--- src/rtl/conv_pkg.sv ---
// Shared definitions for the 4x4-input / 3x3-filter convolution sequencer:
// dimensions, derived widths and the controller state encoding.
package conv_pkg;

    localparam int IN_DIM  = 4;                          // input image side
    localparam int K_DIM   = 3;                          // filter side
    localparam int DATA_W  = 8;                          // pixel / coefficient width
    localparam int ACC_W   = 20;                         // accumulator / result width
    localparam int OUT_DIM = IN_DIM - K_DIM + 1;         // valid output grid side

    localparam int ADDR_W  = $clog2(IN_DIM * IN_DIM);    // element index width
    localparam int K_W     = $clog2(K_DIM);              // kr / kc counter width
    localparam int POS_W   = (OUT_DIM > 1) ? $clog2(OUT_DIM) : 1;  // orow / ocol width
    localparam int PROD_W  = 2 * DATA_W;                 // unsigned product width

    typedef enum logic [1:0] {
        IDLE = 2'd0,
        MAC  = 2'd1,
        OUT  = 2'd2,
        DONE = 2'd3
    } state_e;

endpackage

--- src/rtl/conv_addr_gen.sv ---
// Window walker: filter tap counters (kr, kc) nested inside output position
// counters (orow, ocol), plus the input/filter address arithmetic and the
// first/last flags the controller needs.
module conv_addr_gen
    import conv_pkg::*;
(
    input  logic              clk,
    input  logic              rst,          // asynchronous, active-low
    input  logic              clr_i,        // return all counters to zero
    input  logic              tap_en_i,     // step to the next filter tap
    input  logic              pos_en_i,     // step to the next output position
    output logic [ADDR_W-1:0] in_addr_o,
    output logic [ADDR_W-1:0] flt_addr_o,
    output logic [POS_W-1:0]  orow_o,
    output logic [POS_W-1:0]  ocol_o,
    output logic              first_tap_o,
    output logic              last_tap_o,
    output logic              last_pos_o
);

    localparam logic [K_W-1:0]   K_LAST   = K_W'(K_DIM - 1);
    localparam logic [POS_W-1:0] POS_LAST = POS_W'(OUT_DIM - 1);

    logic [K_W-1:0]   kr_q, kr_d, kc_q, kc_d;
    logic [POS_W-1:0] orow_q, orow_d, ocol_q, ocol_d;

    // Next-state for the counters: kc fastest, then kr; ocol fastest, then orow.
    // NOTE: every signal written here gets a default first so no latch is inferred.
    always_comb begin
        kr_d   = kr_q;
        kc_d   = kc_q;
        orow_d = orow_q;
        ocol_d = ocol_q;
        if (clr_i) begin
            kr_d   = '0;
            kc_d   = '0;
            orow_d = '0;
            ocol_d = '0;
        end else begin
            if (tap_en_i) begin
                if (kc_q == K_LAST) begin
                    kc_d = '0;
                    kr_d = (kr_q == K_LAST) ? '0 : kr_q + 1'b1;
                end else begin
                    kc_d = kc_q + 1'b1;
                end
            end
            if (pos_en_i) begin
                if (ocol_q == POS_LAST) begin
                    ocol_d = '0;
                    orow_d = (orow_q == POS_LAST) ? '0 : orow_q + 1'b1;
                end else begin
                    ocol_d = ocol_q + 1'b1;
                end
            end
        end
    end

    // Counter registers.
    // NOTE: sequential state uses non-blocking assignments so all registers update together.
    always_ff @(posedge clk or negedge rst) begin
        if (!rst) begin
            kr_q   <= '0;
            kc_q   <= '0;
            orow_q <= '0;
            ocol_q <= '0;
        end else begin
            kr_q   <= kr_d;
            kc_q   <= kc_d;
            orow_q <= orow_d;
            ocol_q <= ocol_d;
        end
    end

    // Window offset applied to the input index; filter index is row-major.
    assign in_addr_o   = ADDR_W'((int'(orow_q) + int'(kr_q)) * IN_DIM
                                 + int'(ocol_q) + int'(kc_q));
    assign flt_addr_o  = ADDR_W'(int'(kr_q) * K_DIM + int'(kc_q));

    assign orow_o      = orow_q;
    assign ocol_o      = ocol_q;
    assign first_tap_o = (kr_q == '0) && (kc_q == '0);
    assign last_tap_o  = (kr_q == K_LAST) && (kc_q == K_LAST);
    assign last_pos_o  = (orow_q == POS_LAST) && (ocol_q == POS_LAST);

endmodule

--- src/rtl/conv_sequencer.sv ---
// Convolution controller: walks the output grid, multiplies-accumulates the
// nine window products per position and offers each result on a valid/ready
// port. Optional feature macro: CONV_STALL_CNT_EN adds a saturating count of
// back-pressured output cycles on port stall_cnt.
module conv_sequencer
    import conv_pkg::*;
(
    input  logic              clk,
    input  logic              rst,          // asynchronous, active-low
    input  logic              start,
    output logic [ADDR_W-1:0] in_addr,
    output logic [ADDR_W-1:0] flt_addr,
    input  logic [DATA_W-1:0] in_pixel,
    input  logic [DATA_W-1:0] flt_coef,
    output logic              busy,
    output logic              out_valid,
    input  logic              out_ready,
    output logic [ACC_W-1:0]  out_data,
    output logic [POS_W-1:0]  out_row,
    output logic [POS_W-1:0]  out_col,
    output logic              done
`ifdef CONV_STALL_CNT_EN
    ,
    output logic [15:0]       stall_cnt
`endif
);

    state_e              state_q, state_d;
    logic                clr, tap_en, pos_en;
    logic                first_tap, last_tap, last_pos;
    logic [PROD_W-1:0]   prod;
    logic [ACC_W-1:0]    acc_q, acc_d;
    logic [ACC_W-1:0]    out_data_q, out_data_d;

    conv_addr_gen u_addr_gen (
        .clk         (clk),
        .rst         (rst),
        .clr_i       (clr),
        .tap_en_i    (tap_en),
        .pos_en_i    (pos_en),
        .in_addr_o   (in_addr),
        .flt_addr_o  (flt_addr),
        .orow_o      (out_row),
        .ocol_o      (out_col),
        .first_tap_o (first_tap),
        .last_tap_o  (last_tap),
        .last_pos_o  (last_pos)
    );

    // FSM next state and control strobes; start is only looked at in IDLE.
    always_comb begin
        state_d   = state_q;
        clr       = 1'b0;
        tap_en    = 1'b0;
        pos_en    = 1'b0;
        busy      = 1'b1;
        out_valid = 1'b0;
        done      = 1'b0;
        case (state_q)
            IDLE: begin
                busy = 1'b0;
                if (start) begin
                    clr     = 1'b1;
                    state_d = MAC;
                end
            end
            MAC: begin
                tap_en = 1'b1;
                if (last_tap) state_d = OUT;
            end
            OUT: begin
                out_valid = 1'b1;
                if (out_ready) begin
                    pos_en  = 1'b1;
                    state_d = last_pos ? DONE : MAC;
                end
            end
            DONE: begin
                done    = 1'b1;
                state_d = IDLE;
            end
            default: state_d = IDLE;
        endcase
    end

    // State register.
    always_ff @(posedge clk or negedge rst) begin
        if (!rst) state_q <= IDLE;
        else      state_q <= state_d;
    end

    // Unsigned product, zero-extended into the accumulator width.
    assign prod = in_pixel * flt_coef;

    // First tap loads the accumulator, later taps add; the last tap's sum is
    // captured into the output register so it holds through any stall.
    always_comb begin
        acc_d      = acc_q;
        out_data_d = out_data_q;
        if (tap_en) begin
            acc_d = (first_tap ? '0 : acc_q) + ACC_W'(prod);
            if (last_tap) out_data_d = acc_d;
        end
    end

    // Accumulator and output data registers.
    always_ff @(posedge clk or negedge rst) begin
        if (!rst) begin
            acc_q      <= '0;
            out_data_q <= '0;
        end else begin
            acc_q      <= acc_d;
            out_data_q <= out_data_d;
        end
    end

    assign out_data = out_data_q;

`ifdef CONV_STALL_CNT_EN
    logic [15:0] stall_cnt_q, stall_cnt_d;

    // Saturating count of offered-but-refused output cycles; cleared on an accepted start.
    always_comb begin
        stall_cnt_d = stall_cnt_q;
        if (clr)
            stall_cnt_d = '0;
        else if (out_valid && !out_ready && (stall_cnt_q != 16'hFFFF))
            stall_cnt_d = stall_cnt_q + 16'd1;
    end

    // Stall counter register.
    always_ff @(posedge clk or negedge rst) begin
        if (!rst) stall_cnt_q <= '0;
        else      stall_cnt_q <= stall_cnt_d;
    end

    assign stall_cnt = stall_cnt_q;
`endif

endmodule

--- config.mk ---
export PLATFORM = sky130hd
export DESIGN_NAME = conv_sequencer
export DESIGN_NICKNAME = d
export VERILOG_FILES = /design/src/rtl/conv_pkg.sv /design/src/rtl/conv_addr_gen.sv /design/src/rtl/conv_sequencer.sv
export SDC_FILE = /design/constraint.sdc
export NUM_CORES = 1
export LEC_CHECK = 0
export CORE_MARGIN = 3
export CORE_UTILIZATION = 50
export DETAILED_ROUTE_END_ITERATION = 8
export MAX_ROUTING_LAYER = met4
export PLACE_DENSITY = 0.82
export RECOVER_POWER = 25
export SLEW_MARGIN = 0
export SYNTH_ARGS = -nofsm -noshare
export SYNTH_HDL_FRONTEND = slang
export SYNTH_HIERARCHICAL = 1
export SYNTH_SLANG_ARGS = --single-unit
--- constraint.sdc ---
create_clock -name clk -period 6.25 [get_ports clk]
set_input_delay 0.625 -clock clk [delete_from_list [all_inputs] [get_ports clk]]
set_output_delay 0.625 -clock clk [all_outputs]
set_load 0.02 [all_outputs]
==> impl_results.md, run 1 <==
* Status: finished with violations
* Violated checks: capacitance limit, slew limit
* Hold-fix buffers, CTS at 0
* Slew headroom at -0.693
* Post-route ant nets at 0
* Skew final at roughly 9.5 ps
* Req. time, crit path at around 6400 ps
* Chip width at 105 um
* Clock root buffer: clkbuf_8
* Hold violation total from the final report at 0
* CTS Buffer Depth at 2
* Setup CP Type: flip-flop to flip-flop
* IO Pins at 53
* DR WL/cell at between 10 and 15 um
* Met3 wire length at 535 um
* Share of layout cells above drive strength 1 at 0.0462
* DRT Wirelength at 10.4 mm
* EDFF count, synth at 0
* Crit end category: flip-flop
* Period utilisation layout at 0.869
* DRC at 0
* Setup Viol. Count Final at 0
* Final Util at 0.603
* Synth area leaders: dfrtp_1, fa_1, ha_1
* CTS sink count at 48
* First-pass GRT wire length at 18.7 mm
* Vias in the first global route at 3,996
* CP Max Fanout at 14
* Worst-Margin Slew at ~2500 ps
* Min Tclk post-route at 5430 ps
* Fillers at ~830
* Post-CTS setup buffer count at 0
* Synth unique cells at 49
* DRT iter0 DRCs at around 210
* Rows at 35
* Data arrival, critical path at between 5000 and 6000 ps
* Placer Congestion at 0.869
* Mapped Cells at 538
* Clk Latency, worst-skew pair at approximately 300 ps
* Worst min-delay path category: flip-flop to flip-flop
* Uppermost routed layer: met4
* Final #Nets at 706
* GR Overflow Total at 0
* DP Wirelength at 8.38 mm
* CTS clk-pin slew, worst paths at 90 ps
* Initial antenna violation count at 0
* Core area at between 9000 and 10,000 um2
* Top_reg_cell synth: dfrtp_1
* Yosys warning count at 6
* CP startpoint kind: flip-flop
* Cell area after synthesis at between 4000 and 5000 um2
* Mapped Avg Cell Area at 9.11 um2
* Area fraction of the dominant cell type after synthesis at 0.245
* TNS Setup at 0 ps
* Die height at about 110 um
* R2R Path Start: u_addr_gen/kr_q[1]
* Synth-to-layout area growth at 15.3%
* Post-synthesis sequential area ratio at 0.245
* Detailed-route via count at 3,657
* Post-synthesis net count at 660
* CTS tree: built
* CTS resizes at 0
* Max_cap viols at 1
* Hold path startpoint: acc_q[0]
* Initial Util at 0.523
* CTS Buf Count at 5
* Cell with the most instances after synthesis: inv_1
* Inserted Diodes at 0
* DRT met1 WL at 4.57 mm
* Post-synth top cells: inv_1, nand2_1, fa_1
* Seq cells post-synth at 48
* Die area at 11,000 um2
* Metal2 WL at 5.14 mm
* H-tree levels at 2
* Via/cell ratio at 5.12
* Largest net degree at the start of global routing at 49
* Critical Path Start: u_addr_gen/kr_q[1]
* Initial DRT Pass Iterations at 4
* Port bufs at 52
* Max Fclk at 184 MHz
* Final-report max-slew violation count at 49
* RSZ-0062 raised after global routing: false
* FFs w/ async S/R, synth at 1.00
* Leading area contributor after synthesis: dfrtp_1
* GRT Util Overall at 0.212
==> cells in the final DEF (no fill, tap or decap), types with 2 or more instances in the layout <==
| cell type | instances |
|---|---|
| o21ai_2 | 2 |
| or2_2 | 2 |
| nand3b_1 | 2 |
| nor2b_1 | 9 |
| mux2i_1 | 3 |
| clkbuf_8 | 5 |
| o21ai_0 | 32 |
| nand2_1 | 82 |
| ha_1 | 50 |
| inv_1 | 97 |
| nor3b_1 | 2 |
| nand2b_1 | 15 |
| clkinv_4 | 2 |
| clkdlybuf4s50_1 | 51 |
| a21oi_1 | 17 |
| a21o_1 | 7 |
| and2_1 | 40 |
| dfrtp_1 | 48 |
| mux2_2 | 5 |
| nor3_1 | 2 |
| xor2_1 | 10 |
| fa_1 | 52 |
| xnor2_1 | 8 |
| or3_1 | 2 |
| nor2_1 | 7 |
| nand3_1 | 6 |
==> critical path, cell delays in order (launching register included) <==
cell and delay, ps:
dfrtp_1 480, inv_1 180, ha_1 160, nor3b_2 390
buf_4 290, nor2b_1 80, ha_1 310, fa_1 480
fa_1 510, inv_1 60, fa_1 540, inv_1 40
ha_1 410, nand3_1 150, o221ai_2 140, a311oi_2 450
o21bai_1 120, a21o_1 200, xnor2_1 170, o21ai_0 110
==> state kept, by name (all words and copies together) (netlist names) <==
signal / cells
acc_q: 20
out_data: 20
state_q: 2
u_addr_gen/kc_q: 2
u_addr_gen/kr_q: 2
u_addr_gen/ocol_o: 1
u_addr_gen/orow_o: 1
==> logic make-up after synthesis <==
group                    after synthesis  synth area share
AO/OA/AOI/OAI                         74            0.0980
XOR/XNOR                              18            0.0322
adder cells (fa/ha/maj)              102             0.340
buffers and inverters                112            0.0865
flip-flops                            48             0.245
multiplexers                           8            0.0176
AND/OR/NAND/NOR                      176             0.180
==> final timing paths <==
kind / endpoint / slack [ps] / cells past startpoint
max in group asynchronous: acc_q[19] / 3710 / 1
worst min register to register: acc_q[0] / 480 / 2
worst max register to register: out_data[17] / 820 / 19
worst max-delay path: out_data[17] / 820 / 19
worst min-delay path: acc_q[0] / 480 / 2
min in group asynchronous: out_data[10] / 1090 / 1
==> routing by layer <==
metal  vias to the layer above  global-route usage
li1                       1769                   -
met1                      1772               0.280
met2                       101               0.346
met3                        15              0.0296
met4                         0              0.0553
met5                         -                   -
==> per-stage QoR <==
step           worst slack [ps]  hold WS [ps]  area [um2]  std cells
3_5_place_dp                563           454        5530        706
3_3_place_gp                755           451        5530        706
6_report                    820           476        5650        714
4_1_cts                     801           478        5650        714
2_1_floorplan              1250           329        4900        538
5_1_grt                     417           520        5650        714
==> final cells by class <==
type | instances | area (um2) | area share
tap | 129 | 161 | 0.0286
clock inverter | 3 | 47.5 | 0.00842
sequential | 48 | 1200 | 0.213
multi-input combinational | 378 | 3280 | 0.581
inverter | 98 | 368 | 0.0651
timing repair buffer | 53 | 522 | 0.0924
clock buffer | 5 | 68.8 | 0.0122
Power of run 1 is not shown: default switching activity piles up to over one toggle a cycle in this logic, so the estimate is an artifact.
==> run 2: changes to the inputs <==
--- a/config.mk
+++ b/config.mk
@@ -5,11 +5,12 @@
 export SDC_FILE = /design/constraint.sdc
 export NUM_CORES = 1
 export LEC_CHECK = 0
+export ABC_AREA = 1
 export CORE_MARGIN = 3
 export CORE_UTILIZATION = 50
 export DETAILED_ROUTE_END_ITERATION = 8
 export MAX_ROUTING_LAYER = met4
-export PLACE_DENSITY = 0.82
+export PLACE_DENSITY = 0.81
 export RECOVER_POWER = 25
 export SLEW_MARGIN = 0
 export SYNTH_ARGS = -nofsm -noshare
==> run 2 against run 1 <==
  * The flow still finishes with violations (capacitance limit, slew limit)
  * Die area is 8.4% higher
  * Critical path depth rose by 3
  * Clock skew shrank 2.1 ps
  * Wire length up 5.9%
  * Final cell count grew 26%
  * Global-route usage decreased by 0.41 points
  * Synthesized area increased by 8.9%
==> impl_results.md, run 2 <==
* Violated checks: capacitance limit, slew limit
* IO Pins at 53 (unchanged)
* Setup CP Type: flip-flop to flip-flop
* Core area at 10,400 um2 (+11%)
* Post-synth top cells: nand2_1, inv_1, fa_1
* Clk Latency, worst-skew pair at 310 ps (about the same)
* Die area at 12,000 um2 (+8.4%)
* Seq cells post-synth at 48 (unchanged)
* Setup Viol. Count Final at 0 (unchanged)
* Reg-to-reg endpoint: out_data[13]
* Post-synthesis net count at 851 (+29%)
* CP Max Fanout at 11 (-3)
* Mapped Avg Cell Area at 7.32 um2 (-20%)
* CP top delay family: adder cells
* Hold path startpoint: out_data[0]
* Inserted Diodes at 0 (unchanged)
* Min Tclk post-route at 4850 ps (-576 ps)
* Status: finished with violations
* Synth unique cells at 31 (-37%)
* Rows at 37 (+5.7%)
* Final #Nets at 888 (+26%)
* Slew headroom at -0.705 (-0.0124)
* R2R Path Start: u_addr_gen/kr_q[1]
* Req. time, crit path at 6440 ps (+50 ps)
* CP Cell Sequence: inv_1 -> ha_1 -> inv_1 -> nor2_1 -> buf_4 -> inv_2 -> nand2_1 -> fa_1 -> inv_1 -> fa_1 -> inv_1 -> fa_1 -> fa_1 -> inv_1 -> ha_1 -> or2_4 -> nand3b_1 -> nand2_2 -> nand2_1 -> nand3b_1 -> nand3_1 -> nand2_1
* EDFF count, synth at 0 (unchanged)
* CTS Buf Count at 5 (unchanged)
* Detailed-route via count at 4,241 (+16%)
* Worst setup margin at 1400 ps (+576 ps)
* Dpl cells at 895 (+27%)
* Synth area leaders: dfrtp_1, fa_1, nand2_1
* Vias in the first global route at 4,410 (+10%)
* Initial DRT Pass Iterations at 4 (unchanged)
* Crit end category: flip-flop
* Hold path endpoint: out_data[0]
* DP Wirelength at 9.00 mm (+7.4%)
* Cell with the most instances after synthesis: nand2_1
* CTS tree: built
* CTS Buffer Depth at 2 (unchanged)
* Most frequent cells in the layout: nand2_1, inv_1, fa_1
* CP max stage delay at 550 ps (about the same)
* TNS Setup at 0 ps (unchanged)
* Most common cell after layout, fill and taps aside: nand2_1
* Die height at 109 um (+4.1%)
* DR WL/cell at 12.2 um (-16%)
* H-tree levels at 2 (unchanged)
* Synth-to-layout area growth at 12.8%
* RSZ-0062 raised after global routing: false
* Worst path most repeated cell: inv_1
* CTS resizes at 0 (unchanged)
* Port bufs at 52 (unchanged)
* Clock root buffer: clkbuf_8
* Setup slack, reg-to-reg at 1400 ps (+580 ps)
* Mapped Cells at 729 (+36%)
* Placer Congestion at 0.947 (+8.9%)
* Final-report max-slew violation count at 49 (unchanged)
* Fillers at 942 (+13%)
* Top_reg_cell synth: dfrtp_1
* DRC at 0 (unchanged)
* Place WS at 1250 ps (+690 ps)
* GR Overflow Total at 0 (unchanged)
* Hold-fix buffers, CTS at 0 (unchanged)
* Skew final at 7.38 ps (-2.08 ps)
* Hold violation total from the final report at 0 (unchanged)
* CTS clk-pin slew, worst paths at 90 ps (about the same)
* Initial Util at 0.515 (-0.00812)
* CTS sink count at 48 (unchanged)
* Post-CTS setup buffer count at 0 (unchanged)
* Share of layout cells above drive strength 1 at 0.0508 (+0.00469)
* Chip width at 109 um (+4.1%)
* Max_cap viols at 1 (unchanged)
* Slowest library cell on the worst path: fa_1
* Max Fclk at 206 MHz (+12%)
* DRT Wirelength at 11.0 mm (+5.9%)
* Via/cell ratio at 4.70 (-8.3%)
* Cell area after synthesis at 5340 um2 (+8.9%)
* GRT Util Overall at 0.208 (-0.00406)
* First-pass GRT wire length at 19.3 mm (+3.1%)
* Data arrival, critical path at 5050 ps (-520 ps)
* Worst min-delay path category: flip-flop to flip-flop
* FFs w/ async S/R, synth at 1.00 (unchanged)
* Worst R2R Path Depth at 22 (+3)
* Non-Filler Instances at 903 (+26%)
* CP startpoint kind: flip-flop
* Initial antenna violation count at 0 (unchanged)
* DRT iter0 DRCs at 184 (-13%)
* Leading area contributor after synthesis: dfrtp_1
* Largest net degree at the start of global routing at 49 (unchanged)
* Crit path buf inv count at 7 (+3)
* Worst-Margin Slew at 2560 ps (+18.6 ps)
* Yosys warning count at 6 (unchanged)
* Post-route ant nets at 0 (unchanged)
* Hold path cells at 2 (unchanged)
* Critical Path Start: u_addr_gen/kr_q[1]
* Area fraction of the dominant cell type after synthesis at 0.225 (-0.0201)
* Period utilisation layout at 0.777 (-0.0921)
* Post-synthesis sequential area ratio at 0.225 (-0.0201)
-- run 2: changes by cell type after synthesis, moves of 6 or more --
cell	before	now
inv_1	97	191
and2_1	40	1
nand3_1	6	26
nor2b_1	9	0
a21oi_1	17	11
o21ai_0	32	10
nand2_1	82	238
nand2b_1	15	0
a21o_1	7	0
nor2_1	7	31
-- run 2: worst max path at each step --
stage	to	slack (ps)	cells after the start
5_1_grt	out_data[18]	1000	23
4_1_cts	acc_q[9]	1390	21
6_report	out_data[13]	1400	22
2_1_floorplan	acc_q[11]	1810	21
3_5_place_dp	acc_q[10]	1250	16
3_3_place_gp	acc_q[10]	1260	16
-- run 2: layer usage --
layer  wire length, um  vias up  track usage  part of all wire
li1                  -     2171            -                 -
met2              5570       59        0.362              0.51
met4               155        0       0.0490             0.014
met1              4920     1999        0.258              0.45
met3               357       12       0.0264             0.032
met5                 0        -            -                 0
-- run 2: worst min-delay path, delay by kind of cell, from the launching register on --
| family | cells | cell delay, ps |
|---|---|---|
| and+or+nand+nor | 2 | 100 |
| DFF | 1 | 350 |
-- run 2: metrics by stage --
step	hold slack, ps	cell area (um2)	utilization
after floorplan	329	5340	-
after global routing	513	6020	0.581
final	483	6020	0.581
after detailed placement	463	5920	0.571
after CTS	433	6030	0.581
after global placement	462	5920	0.571
-- run 2: layout make-up --
class | instances | area (um2) | share of cell area
inverter | 195 | 734 | 0.122
timing repair buffer | 54 | 527 | 0.0874
multi-input combinational | 462 | 3280 | 0.545
clock inverter | 3 | 42.5 | 0.00706
sequential | 48 | 1200 | 0.199
clock buffer | 5 | 68.8 | 0.0114
tap | 136 | 170 | 0.0282
-- run 2: kinds of logic after synthesis --
| kind of cell | Yosys count | synth area share |
|---|---|---|
| simple gates | 318 | 0.249 |
| buf+inv | 219 | 0.161 |
| fa+ha+maj | 102 | 0.312 |
| flops | 48 | 0.225 |
| compound gates | 33 | 0.0382 |
| xor+xnor | 9 | 0.0148 |
Power of run 2 is left out for the same reason.
